File: config.mk
export PLATFORM = sky130hd
export DESIGN_NAME = apb_ram_arbiter
export DESIGN_NICKNAME = d
export VERILOG_FILES = /design/src/rtl/apb_ram_arbiter.sv
export SDC_FILE = /design/constraint.sdc
export NUM_CORES = 1
export LEC_CHECK = 0
export CORE_AREA = 2 2 105 133
export CTS_BUF_LIST = sky130_fd_sc_hd__clkbuf_8
export CTS_CLUSTER_SIZE = 8
export DETAILED_ROUTE_END_ITERATION = 12
export DIE_AREA = 0 0 107 135
export PLACE_DENSITY = 0.9
export SLEW_MARGIN = 10
export SYNTH_ARGS = -nofsm -noshare
export SYNTH_HDL_FRONTEND = slang
export SYNTH_SLANG_ARGS = --single-unit
File: constraint.sdc
create_clock -name pclk -period 3.45 [get_ports pclk]
set_input_delay 0.5175 -clock pclk [delete_from_list [all_inputs] [get_ports pclk]]
set_output_delay 0.5175 -clock pclk [all_outputs]
set_load 0.02 [all_outputs]
File: src/rtl/apb_ram_arbiter.sv
// apb_ram_arbiter: round-robin APB master that shares a single APB RAM slave
// between NREQ local requesters. Only one APB transfer is in flight at a time.
// Every output comes straight from a register.
//
// Optional feature: define APB_ARB_TIMEOUT_EN to bound the ACCESS phase.
// After TIMEOUT cycles with pready low, the transfer is aborted and completes
// with rsp_err=1 and rsp_rdata=0. If the macro is not defined, ACCESS waits
// for pready for as long as it takes.

module apb_ram_arbiter #(
  parameter int NREQ    = 2,
  parameter int AW      = 32,
  parameter int DW      = 32,
  parameter int TIMEOUT = 16
) (
  input  logic              pclk,
  input  logic              preset,
  // requester side
  input  logic [NREQ-1:0]    req,
  input  logic [NREQ-1:0]    req_write,
  input  logic [NREQ*AW-1:0] req_addr,
  input  logic [NREQ*DW-1:0] req_wdata,
  output logic [NREQ-1:0]    done,
  output logic [DW-1:0]      rsp_rdata,
  output logic               rsp_err,
  output logic               busy,
  // APB master side
  output logic               psel,
  output logic               penable,
  output logic               pwrite,
  output logic [AW-1:0]      paddr,
  output logic [DW-1:0]      pwdata,
  input  logic [DW-1:0]      prdata,
  input  logic               pready,
  input  logic               pslverr
);

  localparam int GW = (NREQ > 1) ? $clog2(NREQ) : 1;

  typedef enum logic [1:0] {
    S_IDLE   = 2'd0,
    S_SETUP  = 2'd1,
    S_ACCESS = 2'd2
  } state_t;

  state_t          state, state_n;
  logic [GW-1:0]   grant, grant_n;
  logic [GW-1:0]   rr_ptr, rr_ptr_n;
  logic [GW-1:0]   pick;
  logic            pick_valid;
  logic [NREQ-1:0] eligible;

  logic [NREQ-1:0] done_n;
  logic [DW-1:0]   rsp_rdata_n;
  logic            rsp_err_n;
  logic            busy_n;
  logic            psel_n;
  logic            penable_n;
  logic            pwrite_n;
  logic [AW-1:0]   paddr_n;
  logic [DW-1:0]   pwdata_n;

  // Unpacked views of the packed requester command buses
  logic [AW-1:0]   addr_arr  [NREQ];
  logic [DW-1:0]   wdata_arr [NREQ];

`ifdef APB_ARB_TIMEOUT_EN
  localparam int TW = $clog2(TIMEOUT + 1);
  logic [TW-1:0]   tmo_cnt, tmo_cnt_n;
`endif

  // Split the packed command buses into one entry per requester
  always_comb begin
    for (int k = 0; k < NREQ; k++) begin
      addr_arr[k]  = req_addr[k*AW +: AW];
      wdata_arr[k] = req_wdata[k*DW +: DW];
    end
  end

  // Round-robin pick: first eligible requester at or after rr_ptr, with wrap-around.
  // A requester whose done is high in this cycle is skipped, so it cannot be
  // issued a second time on the same held request.
  always_comb begin
    logic [GW:0] cand;
    // NOTE: each variable assigned in always_comb gets a default value first.
    // This way every path assigns it, and no latch is inferred.
    pick_valid = 1'b0;
    pick       = '0;
    cand       = '0;
    eligible   = req & ~done;
    for (int k = 0; k < NREQ; k++) begin
      cand = {1'b0, rr_ptr} + (GW+1)'(k);
      if (cand >= (GW+1)'(NREQ)) cand = cand - (GW+1)'(NREQ);
      if (!pick_valid && eligible[cand[GW-1:0]]) begin
        pick_valid = 1'b1;
        pick       = cand[GW-1:0];
      end
    end
  end

  // Next-state logic. It also produces the next value of every registered output.
  always_comb begin
    state_n     = state;
    grant_n     = grant;
    rr_ptr_n    = rr_ptr;
    pwrite_n    = pwrite;
    paddr_n     = paddr;
    pwdata_n    = pwdata;
    rsp_rdata_n = rsp_rdata;
    rsp_err_n   = rsp_err;
    done_n      = '0;
`ifdef APB_ARB_TIMEOUT_EN
    tmo_cnt_n   = tmo_cnt;
`endif

    case (state)
      S_IDLE: begin
        if (pick_valid) begin
          grant_n  = pick;
          pwrite_n = req_write[pick];
          paddr_n  = addr_arr[pick];
          pwdata_n = wdata_arr[pick];
          state_n  = S_SETUP;
        end
      end

      S_SETUP: begin
        state_n = S_ACCESS;
`ifdef APB_ARB_TIMEOUT_EN
        tmo_cnt_n = '0;
`endif
      end

      S_ACCESS: begin
        if (pready) begin
          done_n[grant] = 1'b1;
          rsp_err_n     = pslverr;
          if (!pwrite) rsp_rdata_n = prdata;
          rr_ptr_n      = (grant == GW'(NREQ-1)) ? '0 : grant + 1'b1;
          state_n       = S_IDLE;
        end
`ifdef APB_ARB_TIMEOUT_EN
        // The slave has been stalled for TIMEOUT cycles, so give up on this transfer
        else if (tmo_cnt == TW'(TIMEOUT-1)) begin
          done_n[grant] = 1'b1;
          rsp_err_n     = 1'b1;
          rsp_rdata_n   = '0;
          rr_ptr_n      = (grant == GW'(NREQ-1)) ? '0 : grant + 1'b1;
          state_n       = S_IDLE;
        end else begin
          tmo_cnt_n = tmo_cnt + 1'b1;
        end
`endif
      end

      default: state_n = S_IDLE;
    endcase

    // The APB strobes and busy depend only on the next state
    psel_n    = (state_n != S_IDLE);
    penable_n = (state_n == S_ACCESS);
    busy_n    = (state_n != S_IDLE);
  end

  // State and output registers. A reset aborts any transfer that is in flight.
  always_ff @(posedge pclk or posedge preset) begin
    if (preset) begin
      state     <= S_IDLE;
      grant     <= '0;
      rr_ptr    <= '0;
      done      <= '0;
      rsp_rdata <= '0;
      rsp_err   <= 1'b0;
      busy      <= 1'b0;
      psel      <= 1'b0;
      penable   <= 1'b0;
      pwrite    <= 1'b0;
      paddr     <= '0;
      pwdata    <= '0;
`ifdef APB_ARB_TIMEOUT_EN
      tmo_cnt   <= '0;
`endif
    end else begin
      // NOTE: sequential state uses non-blocking assignments. All registers then
      // update together from values sampled before the edge, and no read order
      // races between blocks.
      state     <= state_n;
      grant     <= grant_n;
      rr_ptr    <= rr_ptr_n;
      done      <= done_n;
      rsp_rdata <= rsp_rdata_n;
      rsp_err   <= rsp_err_n;
      busy      <= busy_n;
      psel      <= psel_n;
      penable   <= penable_n;
      pwrite    <= pwrite_n;
      paddr     <= paddr_n;
      pwdata    <= pwdata_n;
`ifdef APB_ARB_TIMEOUT_EN
      tmo_cnt   <= tmo_cnt_n;
`endif
    end
  end

endmodule
==> results.yml <==
timing:
  max-slew-margin-rel_pct: 50.1
  worst_slack_ns: 1.19
  worst_pin_slew_ns: 0.748
  tns_ns: 0
  rsz0062_at_grt: "false"
  finalClockSkew_ns: 0.0154
  fmax_ghz: 0.442
  slew_viol_final: 0
  hold_viol_final: 0
  period_needed_ns: 2.26
  post-route-period-util_pct: 65.6
  setup_viol: 0
placed_design:
  place_ws_ns: 0.764
  dp_hpwl_um: 10000
  place.gp.congestion: 0.781
  placedInstanceArea_um2: 7290
  port_buffers: 270
floorplan:
  rows: 47
  initial_core_util_pct: 34.6
  io_pins: 271
  coreArea_um2: 13100
  die_w_um: 107
  die_h_um: 135
  dieArea_um2: 14400
synthesis:
  syn_nets: 623
  synth_compound_area_share_pct: 9.35
  synth_top_family_by_area: "simple AND/OR/NAND/NOR gates"
  syn_inst: 455
  ys_seq_area_share_pct: 58.5
  synth-simple-area-share_pct: 18.3
  synth_mux_area_share_pct: 8.19
  synth_fa_ha_area_share_pct: 0
  ys_types: 23
  yosysWarnings: 0
  syn-cell-area_um2: 4540
  synth_xor_area_share_pct: 0
  syn_area_per_cell_um2: 9.97
  ys_seq_elements: 106
setup_path:
  worstSetupPathType: "in -> reg"
  cp_data_required_time_ns: 3.75
  critPathCaptureType: "flop"
  reg2reg_slack_ns: 1.40
  rr_endpoint: "pwdata[25]$_DFFE_PP0P_"
  cp.arrival_ns: 2.56
  r2r_start: "done[1]$_DFF_PP0_"
  crit_fanout: 34
  critPathLaunchType: "primary input"
  reg2reg_depth: 5
cts:
  clk_pin_slew_ns: 0.11
  hold_buffers: 0
  post_cts_buffers: 0
  clk_latency_ns: 0.37
  ctsResizeCount: 0
  cts_buffer_depth: 2
  htreeDepth: 3
  clkSinkCount: 106
  cts_buffers: 9
  cts_root_buffer: "clkbuf_8"
  cts_tree: "built"
power:
  power.net_switching_w: 0.00257
  p_clk_share_pct: 11.3
  p_leak_nw: 3.09
  swShare_pct: 40.1
  p_per_area_nw_per_um2: 857
  comb_power_share_pct: 54.5
  ir_worst_vdd_mv: 0.440
  p_int_w: 0.00383
  pwr-share-seq_pct: 34.2
global_route:
  antenna_found_initial: 0
  grt_pass1_vias: 4081
  track_usage_pct: 18.6
  grt_pass1_wl_um: 20800
  grt_max_degree: 77
  grt_overflow: 0
run_status:
  outcome: "finished clean"
drt:
  firstDrtPassIters: 4
  antenna_left: 0
  post_drt_wl_per_cell_um: 15.1
  vias: 4194
  drt_wl_total_um: 13400
  drt_iter0_markers: 150
  drc: 0
  vias_per_cell: 4.74
hold_path:
  hold_end: "done[0]$_DFF_PP0_"
  hold_start: "grant$_DFFE_PP0P_"
  hold_depth: 1
  min_path_type: "reg -> reg"
cells_and_area:
  nNetsFinal: 877
  fin_area_um2: 7470
  final_common_cell: "clkdlybuf4s50_1"
  antenna_cells: 0
  layout_common_cells: "clkdlybuf4s50_1 (270), nand2_1 (133), dfrtp_1 (106), nor2_1 (69), a31oi_1 (65)"
  area.growth.synth_to_final_pct: 64.7
  final_layout_size_suffix_gt1_share_pct: 7.14
flow_run:
  cap_viol_max_count: 0
## synth_stat cells
cell	count	area, µm²
nor2b_1	1	6.26
o21a_1	1	7.51
nand3_1	1	5.00
or3b_1	1	8.76
buf_4	5	37.5
nor2b_2	1	8.76
buf_2	5	25.0
mux2_1	10	113
nand3b_1	1	7.51
nand2_1	134	503
and2_1	2	12.5
a31oi_1	65	407
nor2_2	1	6.26
buf_6	6	67.6
dfrtp_1	106	2650
or2_2	1	6.26
o21ai_0	2	10.0
buf_8	5	75.1
inv_1	2	7.51
mux2_2	23	259
nor2_1	69	259
clkbuf_1	12	45.0
and3_1	1	6.26
## sequential cells by signal, indices dropped and copies added, names as in the netlist
name,flops
done,2
grant,1
paddr,32
penable,1
psel,1
pwdata,32
pwrite,1
rr_ptr,1
rsp_err,1
rsp_rdata,32
state,2
## metal layers
layer	share of wire (%)	track usage [%]
met5	0	0
met4	2.3	7.65
met3	8.2	6.13
met2	52	33.5
met1	38	19.9
## worst max-delay path, cell delays in order
cell             delay [ns]
clkdlybuf4s50_1        0.44
nor2b_2                0.19
and2_2                 0.65
buf_4                  0.46
nand2_1                0.11
a31oi_1                0.19
## kinds of logic (layout without fill, tap and decap cells)
| group | after synthesis | count (layout) |
|---|---|---|
| simple gates | 213 | 213 |
| flops | 106 | 106 |
| compound gates | 68 | 68 |
| buf+inv | 35 | 294 |
| mux | 33 | 33 |
## through the flow
| step | std cells | hold slack [ns] | util (%) | power, W |
|---|---|---|---|---|
| finish | 885 | 0.448 | 57.0 | 0.00640 |
| detailed placement | 869 | 0.433 | 55.6 | 0.00575 |
| floorplan | 455 | 0.413 | - | 0.00410 |
| global placement | 869 | 0.427 | 55.6 | 0.00565 |
| global route | 885 | 0.468 | 57.0 | 0.00681 |
| CTS | 885 | 0.446 | 57.0 | 0.00648 |
## cell type report
type                       count  area (µm²)
fill                        1137        5640
timing repair buffer         276        2770
sequential                   106        2650
multi-input combinational    314        1640
tap                          171         214
clock buffer                  10         138
clock inverter                 6        41.3
inverter                       2        10.0
## power by group through the flow
stage	Clock [W]	Combinational (W)	Sequential, W
after detailed placement	0	0.00353	0.00222
after floorplan	0	0.00118	0.00292
final	0.000726	0.00349	0.00219
after CTS	0.000752	0.00353	0.00219
after global placement	0	0.00347	0.00218
after global routing	0.000796	0.00376	0.00226
## worst max path at each step
stage	start	to	slack (ns)	depth (start not counted)
after floorplan	preset	done[0]$_DFF_PP0_	0.14	1
after global placement	req[1]	pwdata[15]$_DFFE_PP0P_	0.84	6
after detailed placement	req[1]	pwdata[25]$_DFFE_PP0P_	0.76	6
after CTS	req[1]	pwdata[25]$_DFFE_PP0P_	1.17	6
after global routing	req[1]	pwdata[25]$_DFFE_PP0P_	1.04	6
final	req[1]	pwdata[25]$_DFFE_PP0P_	1.19	6
(Power assumes the default switching activity.)
